===== src/rtl/life_board_store_if.sv =====
// Bundle of control, edit and board signals between the Life board store and its neighbours.
// Signal directions are named from the store's point of view (i_ into the store, o_ out of it).
interface life_board_store_if #(
    parameter int X     = 8,
    parameter int Y     = 8,
    parameter int LOG2X = 3,
    parameter int LOG2Y = 3,
    parameter int LANES = 1,
    parameter int GEN_W = 16
);
    logic               i_run_tgl;
    logic               i_step;
    logic               i_clr_all;
    logic [1:0]         i_edit_op;
    logic [LOG2X-1:0]   i_cursor_x;
    logic [LOG2Y-1:0]   i_cursor_y;
    logic [LANES-1:0]   i_pipe_out;
    logic [X*Y-1:0]     o_board;
    logic [LANES-1:0]   o_cells_out;
    logic               o_adv;
    logic               o_running;
    logic               o_gen_end;
    logic [GEN_W-1:0]   o_gen_cnt;

    modport master (
        output i_run_tgl, i_step, i_clr_all, i_edit_op, i_cursor_x, i_cursor_y, i_pipe_out,
        input  o_board, o_cells_out, o_adv, o_running, o_gen_end, o_gen_cnt
    );

    modport slave (
        input  i_run_tgl, i_step, i_clr_all, i_edit_op, i_cursor_x, i_cursor_y, i_pipe_out,
        output o_board, o_cells_out, o_adv, o_running, o_gen_end, o_gen_cnt
    );
endinterface


===== src/rtl/life_board_store.sv =====
// Game of Life board held as a circular shift register: rotates LANES cells per clock during a
// generation, writes pipeline results back at WB_POS, and accepts cursor edits while idle.
module life_board_store #(
    parameter int X      = 8,
    parameter int Y      = 8,
    parameter int LOG2X  = 3,
    parameter int LOG2Y  = 3,
    parameter int LANES  = 1,
    parameter int WB_POS = (Y-1)*X-3,
    parameter int GEN_W  = 16
) (
    input  logic              clk,
    input  logic              reset,
    life_board_store_if.slave bus
);
    localparam int N    = X*Y;
    localparam int NPOS = N/LANES;
    localparam int PW   = (NPOS > 1) ? $clog2(NPOS) : 1;
    localparam int IW   = (N > 1) ? $clog2(N) : 1;

    typedef enum logic [1:0] {ST_IDLE = 2'd0, ST_RUN = 2'd1, ST_STEP = 2'd2} state_t;

    state_t           r_state;
    logic [PW-1:0]    r_pos;
    logic             r_stop_req;
    logic [1:0]       r_op_d;
    logic [N-1:0]     r_board;
    logic [GEN_W-1:0] r_gen_cnt;

    logic [N-1:0]     w_board_next;
    logic [N-1:0]     w_rot;
    logic [N-1:0]     w_mask;
    logic [IW-1:0]    w_idx;
    logic             w_idle;
    logic             w_adv;
    logic             w_gen_end;
    logic             w_release;
    logic             w_in_range;
    logic             w_stop;

    assign w_idle     = (r_state == ST_IDLE);
    assign w_adv      = !w_idle;
    assign w_gen_end  = w_adv && (r_pos == PW'(NPOS-1));
    assign w_release  = w_idle && (r_op_d != 2'b00) && (bus.i_edit_op == 2'b00);
    assign w_in_range = (32'(bus.i_cursor_x) < X) && (32'(bus.i_cursor_y) < Y);
    // Row-major index through a real multiply so non power-of-two widths stay correct
    assign w_idx      = IW'(32'(bus.i_cursor_y) * X + 32'(bus.i_cursor_x));
    assign w_mask     = N'(1) << w_idx;
    // A run_tgl on the boundary cycle counts toward the stop decision
    assign w_stop     = r_stop_req ^ bus.i_run_tgl;

    always_comb begin
        w_rot = {r_board[LANES-1:0], r_board[N-1:LANES]};
        w_rot[WB_POS +: LANES] = bus.i_pipe_out;
        w_board_next = r_board;
        if (w_adv) begin
            w_board_next = w_rot;
        end else if (bus.i_clr_all) begin
            w_board_next = '0;
        end else if (w_release && w_in_range) begin
            case (r_op_d)
                2'b01:   w_board_next = r_board ^ w_mask;
                2'b10:   w_board_next = r_board | w_mask;
                2'b11:   w_board_next = r_board & ~w_mask;
                default: w_board_next = r_board;
            endcase
        end
    end

    always_ff @(posedge clk or negedge reset) begin
        if (!reset) begin
            r_state    <= ST_IDLE;
            r_pos      <= '0;
            r_stop_req <= 1'b0;
            r_op_d     <= 2'b00;
            r_board    <= '0;
            r_gen_cnt  <= '0;
        end else begin
            r_op_d  <= bus.i_edit_op;
            r_board <= w_board_next;
            if (w_adv) begin
                r_pos <= w_gen_end ? '0 : r_pos + PW'(1);
            end
            if (w_gen_end) begin
                r_gen_cnt <= r_gen_cnt + GEN_W'(1);
            end
            case (r_state)
                ST_IDLE: begin
                    r_stop_req <= 1'b0;
                    if (bus.i_run_tgl) begin
                        r_state <= ST_RUN;
                    end else if (bus.i_step) begin
                        r_state <= ST_STEP;
                    end
                end
                ST_RUN: begin
                    if (w_gen_end && w_stop) begin
                        r_state    <= ST_IDLE;
                        r_stop_req <= 1'b0;
                    end else begin
                        r_stop_req <= w_stop;
                    end
                end
                ST_STEP: begin
                    if (w_gen_end) begin
                        r_state <= ST_IDLE;
                    end
                end
                default: r_state <= ST_IDLE;
            endcase
        end
    end

    assign bus.o_board     = r_board;
    assign bus.o_cells_out = r_board[LANES-1:0];
    assign bus.o_adv       = w_adv;
    assign bus.o_running   = w_adv;
    assign bus.o_gen_end   = w_gen_end;
    assign bus.o_gen_cnt   = r_gen_cnt;
endmodule

===== src/flat_wrapper.sv =====
// flat-port wrapper written by rule: the top's interface ports become plain ports
module life_board_store_flat 
#(
    parameter int X      = 8,
    parameter int Y      = 8,
    parameter int LOG2X  = 3,
    parameter int LOG2Y  = 3,
    parameter int LANES  = 1,
    parameter int WB_POS = (Y-1)*X-3,
    parameter int GEN_W  = 16
)
  (clk, reset, bus_i_run_tgl, bus_i_step, bus_i_clr_all, bus_i_edit_op, bus_i_cursor_x, bus_i_cursor_y, bus_i_pipe_out, bus_o_board, bus_o_cells_out, bus_o_adv, bus_o_running, bus_o_gen_end, bus_o_gen_cnt);
  life_board_store_if #(.X(X), .Y(Y), .LOG2X(LOG2X), .LOG2Y(LOG2Y), .LANES(LANES), .GEN_W(GEN_W)) bus_i ();
  input  logic clk;
  input  logic reset;
  input wire logic [$bits(bus_i.i_run_tgl)-1:0] bus_i_run_tgl;
  input wire logic [$bits(bus_i.i_step)-1:0] bus_i_step;
  input wire logic [$bits(bus_i.i_clr_all)-1:0] bus_i_clr_all;
  input wire logic [$bits(bus_i.i_edit_op)-1:0] bus_i_edit_op;
  input wire logic [$bits(bus_i.i_cursor_x)-1:0] bus_i_cursor_x;
  input wire logic [$bits(bus_i.i_cursor_y)-1:0] bus_i_cursor_y;
  input wire logic [$bits(bus_i.i_pipe_out)-1:0] bus_i_pipe_out;
  output wire logic [$bits(bus_i.o_board)-1:0] bus_o_board;
  output wire logic [$bits(bus_i.o_cells_out)-1:0] bus_o_cells_out;
  output wire logic [$bits(bus_i.o_adv)-1:0] bus_o_adv;
  output wire logic [$bits(bus_i.o_running)-1:0] bus_o_running;
  output wire logic [$bits(bus_i.o_gen_end)-1:0] bus_o_gen_end;
  output wire logic [$bits(bus_i.o_gen_cnt)-1:0] bus_o_gen_cnt;
  assign bus_i.i_run_tgl = bus_i_run_tgl;
  assign bus_i.i_step = bus_i_step;
  assign bus_i.i_clr_all = bus_i_clr_all;
  assign bus_i.i_edit_op = bus_i_edit_op;
  assign bus_i.i_cursor_x = bus_i_cursor_x;
  assign bus_i.i_cursor_y = bus_i_cursor_y;
  assign bus_i.i_pipe_out = bus_i_pipe_out;
  assign bus_o_board = bus_i.o_board;
  assign bus_o_cells_out = bus_i.o_cells_out;
  assign bus_o_adv = bus_i.o_adv;
  assign bus_o_running = bus_i.o_running;
  assign bus_o_gen_end = bus_i.o_gen_end;
  assign bus_o_gen_cnt = bus_i.o_gen_cnt;
  life_board_store #(.X(X), .Y(Y), .LOG2X(LOG2X), .LOG2Y(LOG2Y), .LANES(LANES), .WB_POS(WB_POS), .GEN_W(GEN_W)) u_core (.clk(clk), .reset(reset), .bus(bus_i));
endmodule

===== config.mk =====
export PLATFORM = sky130hd
export DESIGN_NAME = life_board_store_flat
export DESIGN_NICKNAME = d
export VERILOG_FILES = /design/src/rtl/life_board_store_if.sv /design/src/rtl/life_board_store.sv /design/src/flat_wrapper.sv
export SDC_FILE = /design/constraint.sdc
export NUM_CORES = 1
export LEC_CHECK = 0
export CORE_MARGIN = 5
export CORE_UTILIZATION = 42
export DETAILED_ROUTE_END_ITERATION = 6
export PLACE_DENSITY = 0.7
export SYNTH_ARGS = -nofsm -noshare
export SYNTH_HDL_FRONTEND = slang
export SYNTH_SLANG_ARGS = --single-unit

===== constraint.sdc =====
create_clock -name clk -period 3.87 [get_ports clk]
set_input_delay 0.774 -clock clk [delete_from_list [all_inputs] [get_ports clk]]
set_output_delay 0.774 -clock clk [all_outputs]
set_load 0.005 [all_outputs]

== Word level (Yosys, flattened, before mapping) ==
Index checks and enable logic that the tools add are counted.
Cells by class
  muxes and demuxes: 12
  $add $sub $neg: 3
  shift operators: 1
  eq/ne operators: 11
  order comparisons: 0
  reduce and logical (&&, ||, !) cells: 11
  bitwise operators: 5
  multipliers: 0
  divide/modulo/power cells: 0
Operators with widths (count)
  $mux W64: 3
  $pmux W64 S3: 1
  $and A64 B64 Y64: 1
  $not A64 Y64: 1
  $or A64 B64 Y64: 1
  $shl A1 B6 Y64 const A: 1
  $xor A64 B64 Y64: 1
  $add A16 B1 Y16 const B: 1
  $mux W2: 4
  $add A6 B1 Y6 const B: 1
  $add A6 B3 Y6: 1
  $eq A2 B2 Y1 const B: 3
  $eq A6 B6 Y1 const B: 1
  $mux W6: 1
  $ne A3 B3 Y1 const B: 2
  $pmux W2 S3: 1
  $ne A5 B5 Y1 const B: 1
  $eq A2 B1 Y1 const B: 2
  $logic_and A1 B1 Y1: 4
  $logic_not A2 Y1: 2
  $ne A2 B1 Y1 const B: 2
  $reduce_bool A2 Y1: 2
  $reduce_and A3 Y1: 1
  $pmux W1 S2: 1
  4 further kinds: 4
Word-level totals
  word-level logic and storage cells: 49
  memories kept: 0
  output and inout port bits: 84
  bits in latches: 0
  RAM bits: 0
  ROM bits: 0
  flip-flop bits (word level): 91
  input bits: 14

== Logic depth before layout (Yosys ltp) ==
Gate-level depths: netlist (run 1).
  depth in word-level cells: 8
  mapped depth: 9
  depth with buffers taken out: 8

== Least setup slack after synthesis (run 1) ==
No wires, ideal clock.
  kind: input-to-reg
  start point: in bus_i_cursor_y[2]
  end point: reg u_core.r_board[40], in the netlist u_core.bus.o_board[40]
  library setup time: 133 ps
  arrival time: 2254 ps
  path slack: 1484 ps
  path buffers: 1
  required time: 3737 ps
  stages on the path: 8
  cell sequence: nor2b_1 clkbuf_1 nor2b_1 nand2_1 ha_1 a221o_1 mux2i_1 o22ai_1
Between the ends
  word-level cells in the longest chain between the ends: 8
  elaborated cells between the ends (all ways): 10
Ends and longest elaborated chain
  start, declared: RTL line flat_wrapper.sv:21  | input wire logic [$bits(bus_i.i_cursor_y)-1:0] bus_i_cursor_y;
  $add A6 B3 Y6 *: RTL line life_board_store.sv:47  | assign w_idx = IW'(32'(bus.i_cursor_y) * X + 32'(bus.i_cursor_x));
  $shl A1 B6 Y64 *: RTL line life_board_store.sv:48  | assign w_mask = N'(1) << w_idx;
  $not A64 Y64: RTL line life_board_store.sv:64  | 2'b11: w_board_next = r_board & ~w_mask;
  $and A64 B64 Y64: RTL line life_board_store.sv:64
  $pmux W64 S3 *: RTL line life_board_store.sv:61  | case (r_op_d)
  $mux W64 *: RTL line life_board_store.sv:60  | end else if (w_release && w_in_range) begin
  $mux W64 *: RTL line life_board_store.sv:58  | end else if (bus.i_clr_all) begin
  $mux W64 *: RTL line life_board_store.sv:56  | if (w_adv) begin
  end signal, assigned: RTL line life_board_store.sv:80  | r_board <= w_board_next;
  end, declared: RTL line life_board_store.sv:27  | logic [N-1:0] r_board;
Every way passes the cells marked *; elsewhere a longest branch is shown, timed or not. The select of a mux whose other input is x is not followed.
A chain may end at the register's enable or synchronous reset.

== Worst setup path in the final report (run 1) ==
  start point: in bus_i_cursor_y[0]
  end point: reg u_core.r_board[16], in the netlist u_core.bus.o_board[16]
Same word-level chain as after synthesis.

==> flow_summary.json, run 1 <==
{
  "nNetsFinal": 1003,
  "max-clock-path-buffers": 2,
  "maxSlewHeadroom_pct": 45.85,
  "diodes": 0,
  "cp-start-kind": "input port",
  "yosys-top-cells-area": "dfrtp_1 (30%), ha_1 (22%), a221o_1 (8.5%)",
  "clk_latency_ns": 0.36,
  "post_synth.cell_area_avg_um2": 9.648,
  "track_usage_pct": 19.89,
  "p_seq_share_pct": 33.7,
  "cp_slowest_cell": "clkdlybuf4s50_1",
  "yosysTopAreaCell": "dfrtp_1",
  "wire_per_inst_um": 18.17,
  "drtIter0Drc": 370,
  "core_um2": 17780,
  "synth_edf_count": 0,
  "cts_buffers": 9,
  "period_needed_ns": 2.936,
  "power_leakage_nw": 3.750,
  "path_max_fanout": 7,
  "ys_top_cells_by_count": "ha_1 (133), dfrtp_1 (91), nand2_1 (79)",
  "drc": 0,
  "hold_violations": 0,
  "path_clk_slew_ns": 0.07,
  "reg2reg_slack_ns": 1.45,
  "seqCellArea_um2": 2277,
  "drt-total-wl_um": 19800,
  "synthFlopType": "dfrtp_1",
  "h-tree-depth": 3,
  "io_pins": 98,
  "synth_warnings": 0,
  "drv_cap": 0,
  "layout.cells.non_filler": 1090,
  "cts_tree": "built",
  "fin_total_pwr_w": 0.004930,
  "swShare_pct": 36.00,
  "cts_resized": 0,
  "grt_first_pass_wirelength_um": 33290,
  "port_buffers": 97,
  "r2r_end": "u_core.bus.o_board[63]",
  "rsz0062_at_grt": "false",
  "grt.overflow.total": 0,
  "ff2ff_path_depth": 6,
  "ctsHoldBuffers": 0,
  "path_cells": "clkdlybuf4s50_1, nand2b_1, nor3_1, nand2_1, ha_1, a221o_1, mux2i_1, o22ai_1",
  "place.gp.congestion": 0.8165,
  "fillers": 1659,
  "vias_per_cell": 5.606,
  "std_cell_rows": 49,
  "netlist_instances": 779,
  "power_frac_comb_pct": 45.6,
  "multi_input_area_um2": 4738,
  "crit_path_max_incr_delay_ns": 0.52,
  "start_util_pct": 42.27,
  "max_freq_mhz": 340.6,
  "antenna_found_initial": 0,
  "ys_ff_latch": 91,
  "root_buffer": "clkbuf_16",
  "post_dp_cell_area_um2": 8688,
  "worstPathArrival_ns": 3.14,
  "synthDominantCellAreaShare_pct": 30.30,
  "tightestPinTransition_ns": 0.8123,
  "p_sw_w": 0.001775,
  "critPathCaptureType": "flip-flop",
  "clockPowerShare_pct": 20.7,
  "die_w_um": 143.8,
  "place_inst": 1074,
  "synthDistinctLibCells": 43,
  "crit_type": "in -> reg",
  "via_count": 6110,
  "crit_required_ns": 4.08,
  "final_area_um2": 9026,
  "setup_viol": 0,
  "grt_pass1_vias": 6357,
  "dp_hpwl_um": 13150,
  "grt_max_degree": 66,
  "yosysSeqAreaShare_pct": 30.30,
  "antenna_left": 0,
  "syn-cell-area_um2": 7516,
  "status": "complete, no violations",
  "yosysMostFrequentCell": "ha_1",
  "area_growth_syn_to_layout_pct": 20.09,
  "syn_nets": 926,
  "crit_end": "u_core.bus.o_board[16]",
  "startpoint": "bus_i_cursor_y[0]",
  "p_per_area_nw_per_um2": 546.2,
  "dieArea_um2": 20670,
  "hold_class": "in -> async",
  "tns_ns": 0,
  "drtPass1Iterations": 5,
  "async_reset_ff_share_pct": 100.0,
  "postCtsSetupBuffers": 0,
  "cts.sinks": 91,
  "peakVddDrop_mv": 0.2512,
  "min_period_over_period_pct": 75.86,
  "crit-reg2reg-launch": "u_core.r_op_d[1]",
  "slew_violations": 0,
  "fp.dieH_um": 143.8,
  "drive_above_1_share_pct": 5.691,
  "fin_skew_ns": 0.008358,
  "internal_power_w": 0.003155
}
layout make-up:
type | instances | area share (%)
Multi-Input combinational cell | 568 | 52.50
Timing Repair Buffer | 116 | 12.45
Tap cell | 229 | 3.174
Sequential cell | 91 | 25.23
Clock inverter | 5 | 0.9426
Inverter | 70 | 2.911
Clock buffer | 11 | 2.800
registers in the layout (all words and copies together) (netlist names):
signal,count
u_core.bus.o_gen_cnt,16
u_core.r_state,2
u_core.r_op_d,2
u_core.r_stop_req,1
u_core.r_pos,6
u_core.bus.o_board,64
cell usage in the layout, fill, tap and decap left out, drive strengths merged, types with 9 or more instances in the layout:
| cell type | n |
|---|---|
| nor2b | 72 |
| ha | 133 |
| nor2 | 19 |
| mux2i | 64 |
| inv | 70 |
| a221o | 64 |
| xnor2 | 12 |
| clkdlybuf4s50 | 96 |
| nand3 | 9 |
| dfrtp | 91 |
| buf | 20 |
| o22ai | 63 |
| clkbuf | 11 |
| nand2 | 79 |
per-stage QoR:
stage / hold WS [ns] / utilization [%] / worst slack, ns
6_report: 0.4095 / 50.77 / 0.9342
5_1_grt: 0.4674 / 50.77 / 0.8071
4_1_cts: 0.4470 / 50.77 / 0.9428
3_5_place_dp: 0.4689 / 48.87 / 0.6104
3_3_place_gp: 0.4690 / 48.87 / 0.6178
2_1_floorplan: 0.4684 / - / 1.484
how the worst min path moves through the flow:
stage                                   startpoint  slack, ns                  endpoint
after global placement    u_core.bus.o_gen_cnt[15]       0.47  u_core.bus.o_gen_cnt[15]
after CTS                                    reset       0.45    u_core.bus.o_board[61]
after global routing                         reset       0.47    u_core.bus.o_board[61]
final                                        reset       0.41    u_core.bus.o_board[61]
after detailed placement  u_core.bus.o_gen_cnt[15]       0.47  u_core.bus.o_gen_cnt[15]
after floorplan           u_core.bus.o_gen_cnt[15]       0.47  u_core.bus.o_gen_cnt[15]
layer usage:
layer	track usage, %	vias to the layer above	part of all wire (%)
met5	0	-	0
met4	4.410	0	1.4
met3	5.125	19	5.7
met2	33.15	140	48
met1	26.11	3027	45
li1	-	2924	-
cells by family after synthesis:
| logic type | after synthesis | share of synthesized area [%] |
|---|---|---|
| buf+inv | 120 | 6.958 |
| compound gates | 142 | 15.33 |
| mux | 64 | 8.523 |
| fa+ha+maj | 133 | 22.14 |
| simple gates | 212 | 14.77 |
| flops | 91 | 30.30 |
| xor+xnor | 17 | 1.981 |
power by group through the flow:
stage          clock network (W)  logic (W)  registers [W]
2_1_floorplan                  0    0.00133        0.00160
3_3_place_gp                   0    0.00217        0.00167
3_5_place_dp                   0    0.00226        0.00168
4_1_cts                  0.00104    0.00228        0.00166
5_1_grt                  0.00108    0.00256        0.00172
6_report                 0.00102    0.00225        0.00166
worst max-delay path, delay by kind of cell:
family	cells	cell delay, ns
buffers and inverters	1	0.52
muxes	1	0.16
AOI/OAI and AO/OA	2	0.40
adders and majority gates	1	0.32
and+or+nand+nor	3	0.96
No activity file was read; power rests on OpenSTA's default activity.
==> run 2, diff against run 1 <==
- clock period: 3.87 -> 3 ns (I/O delays scaled with it)
==> run 2 against run 1 <==
Compared with the run above:
- clock power is 35% higher
- sequential power is 30% higher
- final cell count increased by 1.0%
- global-route usage shrank 0.22 points
- utilization grew 0.68 points
- setup slack got worse by 0.67 ns
==> flow_summary.json, run 2 (same netlist as run 1, synthesis figures left out) <==
{
  "status": "complete, no violations",
  "nNetsFinal": 1014,
  "core_um2": 17780,
  "antenna_left": 0,
  "drtIter0Drc": 361,
  "tns_ns": 0,
  "grt_first_pass_wirelength_um": 32820,
  "fin_skew_ns": 0.01100,
  "port_buffers": 97,
  "cp_top_family": "buffers and inverters",
  "clockPowerShare_pct": 21.5,
  "io_pins": 98,
  "p_seq_share_pct": 33.4,
  "cts_resized": 0,
  "crit_required_ns": 2.40,
  "grt_max_degree": 66,
  "setup_viol": 0,
  "slew_violations": 0,
  "crit_path_max_incr_delay_ns": 0.59,
  "std_cell_rows": 49,
  "grt.overflow.total": 0,
  "die_w_um": 143.8,
  "max-clock-path-buffers": 2,
  "diodes": 0,
  "largest_reg_flops": 64,
  "h-tree-depth": 3,
  "cts.sinks": 91,
  "dieArea_um2": 20670,
  "power_frac_comb_pct": 45.1,
  "vias_per_cell": 5.586,
  "tightestPinTransition_ns": 0.8152,
  "p_sw_w": 0.002303,
  "hold_violations": 0,
  "cts_buffers": 9,
  "drc": 0,
  "min_period_over_period_pct": 91.16,
  "wire_per_inst_um": 18.05,
  "max_freq_mhz": 365.7,
  "place.gp.congestion": 0.8211,
  "start_util_pct": 42.27,
  "path_cells": "o2111a_2, nand3_4, inv_2, clkdlybuf4s50_1",
  "critPathCaptureType": "output port",
  "rsz0062_at_grt": "false",
  "peakVddDrop_mv": 0.4043,
  "postCtsSetupBuffers": 0,
  "internal_power_w": 0.004118,
  "antenna_found_initial": 0,
  "ctsHoldBuffers": 0,
  "p_per_area_nw_per_um2": 702.0,
  "cp-start-kind": "flip-flop",
  "via_count": 6150,
  "grt_pass1_vias": 6404,
  "cts_tree": "built",
  "critPathBufInv": 2,
  "final_cell_mix": "ha_1 (132), clkdlybuf4s50_1 (96), dfrtp_1 (91)",
  "crit_type": "reg -> out",
  "period_needed_ns": 2.735,
  "track_usage_pct": 19.67,
  "hold_class": "in -> async",
  "swShare_pct": 35.86,
  "maxSlewHeadroom_pct": 45.65,
  "worstPathArrival_ns": 2.13,
  "drive_above_1_share_pct": 6.881,
  "dp_hpwl_um": 13100,
  "cp_slowest_cell": "dfrtp_1",
  "root_buffer": "clkbuf_16",
  "clk_latency_ns": 0.36,
  "utilization_pct": 51.44,
  "drv_cap": 0,
  "power_leakage_nw": 3.826,
  "path_max_fanout": 9,
  "drtPass1Iterations": 4,
  "path_clk_slew_ns": 0.07,
  "drt-total-wl_um": 19870,
  "area_growth_syn_to_layout_pct": 21.69,
  "final_common_cell": "ha_1",
  "fp.dieH_um": 143.8
}
[run 2: changes by cell type in the layout (fill, tap and decap cells not counted)]
cell	before	now
bufinv_16	2	3
clkinv_4	2	3
inv_6	0	1
clkinvlp_4	1	0
buf_4	19	28
buf_12	1	3
clkbuf_8	2	0
[run 2: worst paths after layout]
kind | slack, ns | start | depth (start not counted) | end
min in group clk | 0.48 | u_core.bus.o_gen_cnt[15] | 1 | u_core.bus.o_gen_cnt[15]
max in group asynchronous | 2.14 | reset | 2 | u_core.bus.o_board[10]
hold reg to reg | 0.48 | u_core.bus.o_gen_cnt[15] | 1 | u_core.bus.o_gen_cnt[15]
setup / recovery | 0.27 | u_core.r_state[1] | 4 | bus_o_gen_end
setup reg to reg | 0.72 | u_core.r_op_d[0] | 7 | u_core.bus.o_board[34]
hold / removal | 0.18 | reset | 1 | u_core.bus.o_board[61]
[run 2: layer usage]
metal	vias to the layer above	track usage, %	wire length (µm)
li1	2953	-	-
met1	3017	25.79	9091
met2	160	32.09	9193
met3	20	5.258	1300
met4	0	5.550	286
met5	-	0	0
[run 2: final cells by class]
type,count,area (µm²)
multi-input cells,568,4738
clock inverters,7,125.1
repair buffers,127,1231
clock buffers,9,225.2
flip-flops and latches,91,2277
inverters,70,262.8
fillers,1633,8633
well taps,229,286.5
[run 2: power groups by stage]
stage               Sequential [W]  Combinational (W)  Clock [W]
finish                     0.00215            0.00290    0.00138
global route               0.00221            0.00330    0.00144
CTS                        0.00215            0.00294    0.00140
detailed placement         0.00217            0.00291          0
global placement           0.00216            0.00281          0
floorplan                  0.00206            0.00172          0
[run 2: worst register-to-register path: stages (launching register included)]
cell and delay [ns]:
dfrtp_1 0.37, inv_1 0.07, ha_1 0.24, nor2_4 0.41, buf_4 0.59, a221o_1 0.26, mux2i_1 0.07, o22ai_1 0.17
[run 2: through the flow]
| stage | total power [W] | worst slack, ns | cells | instance area, µm² | hold WS (ns) |
|---|---|---|---|---|---|
| floorplan | 0.003779 | 0.7878 | 779 | 7516 | 0.3044 |
| global placement | 0.004967 | 0.1099 | 1085 | 8796 | 0.4709 |
| detailed placement | 0.005075 | 0.05322 | 1085 | 8796 | 0.4668 |
| CTS | 0.006484 | 0.2373 | 1101 | 9146 | 0.2026 |
| global route | 0.006957 | 0.1591 | 1101 | 9146 | 0.2162 |
| finish | 0.006421 | 0.2653 | 1101 | 9146 | 0.1786 |
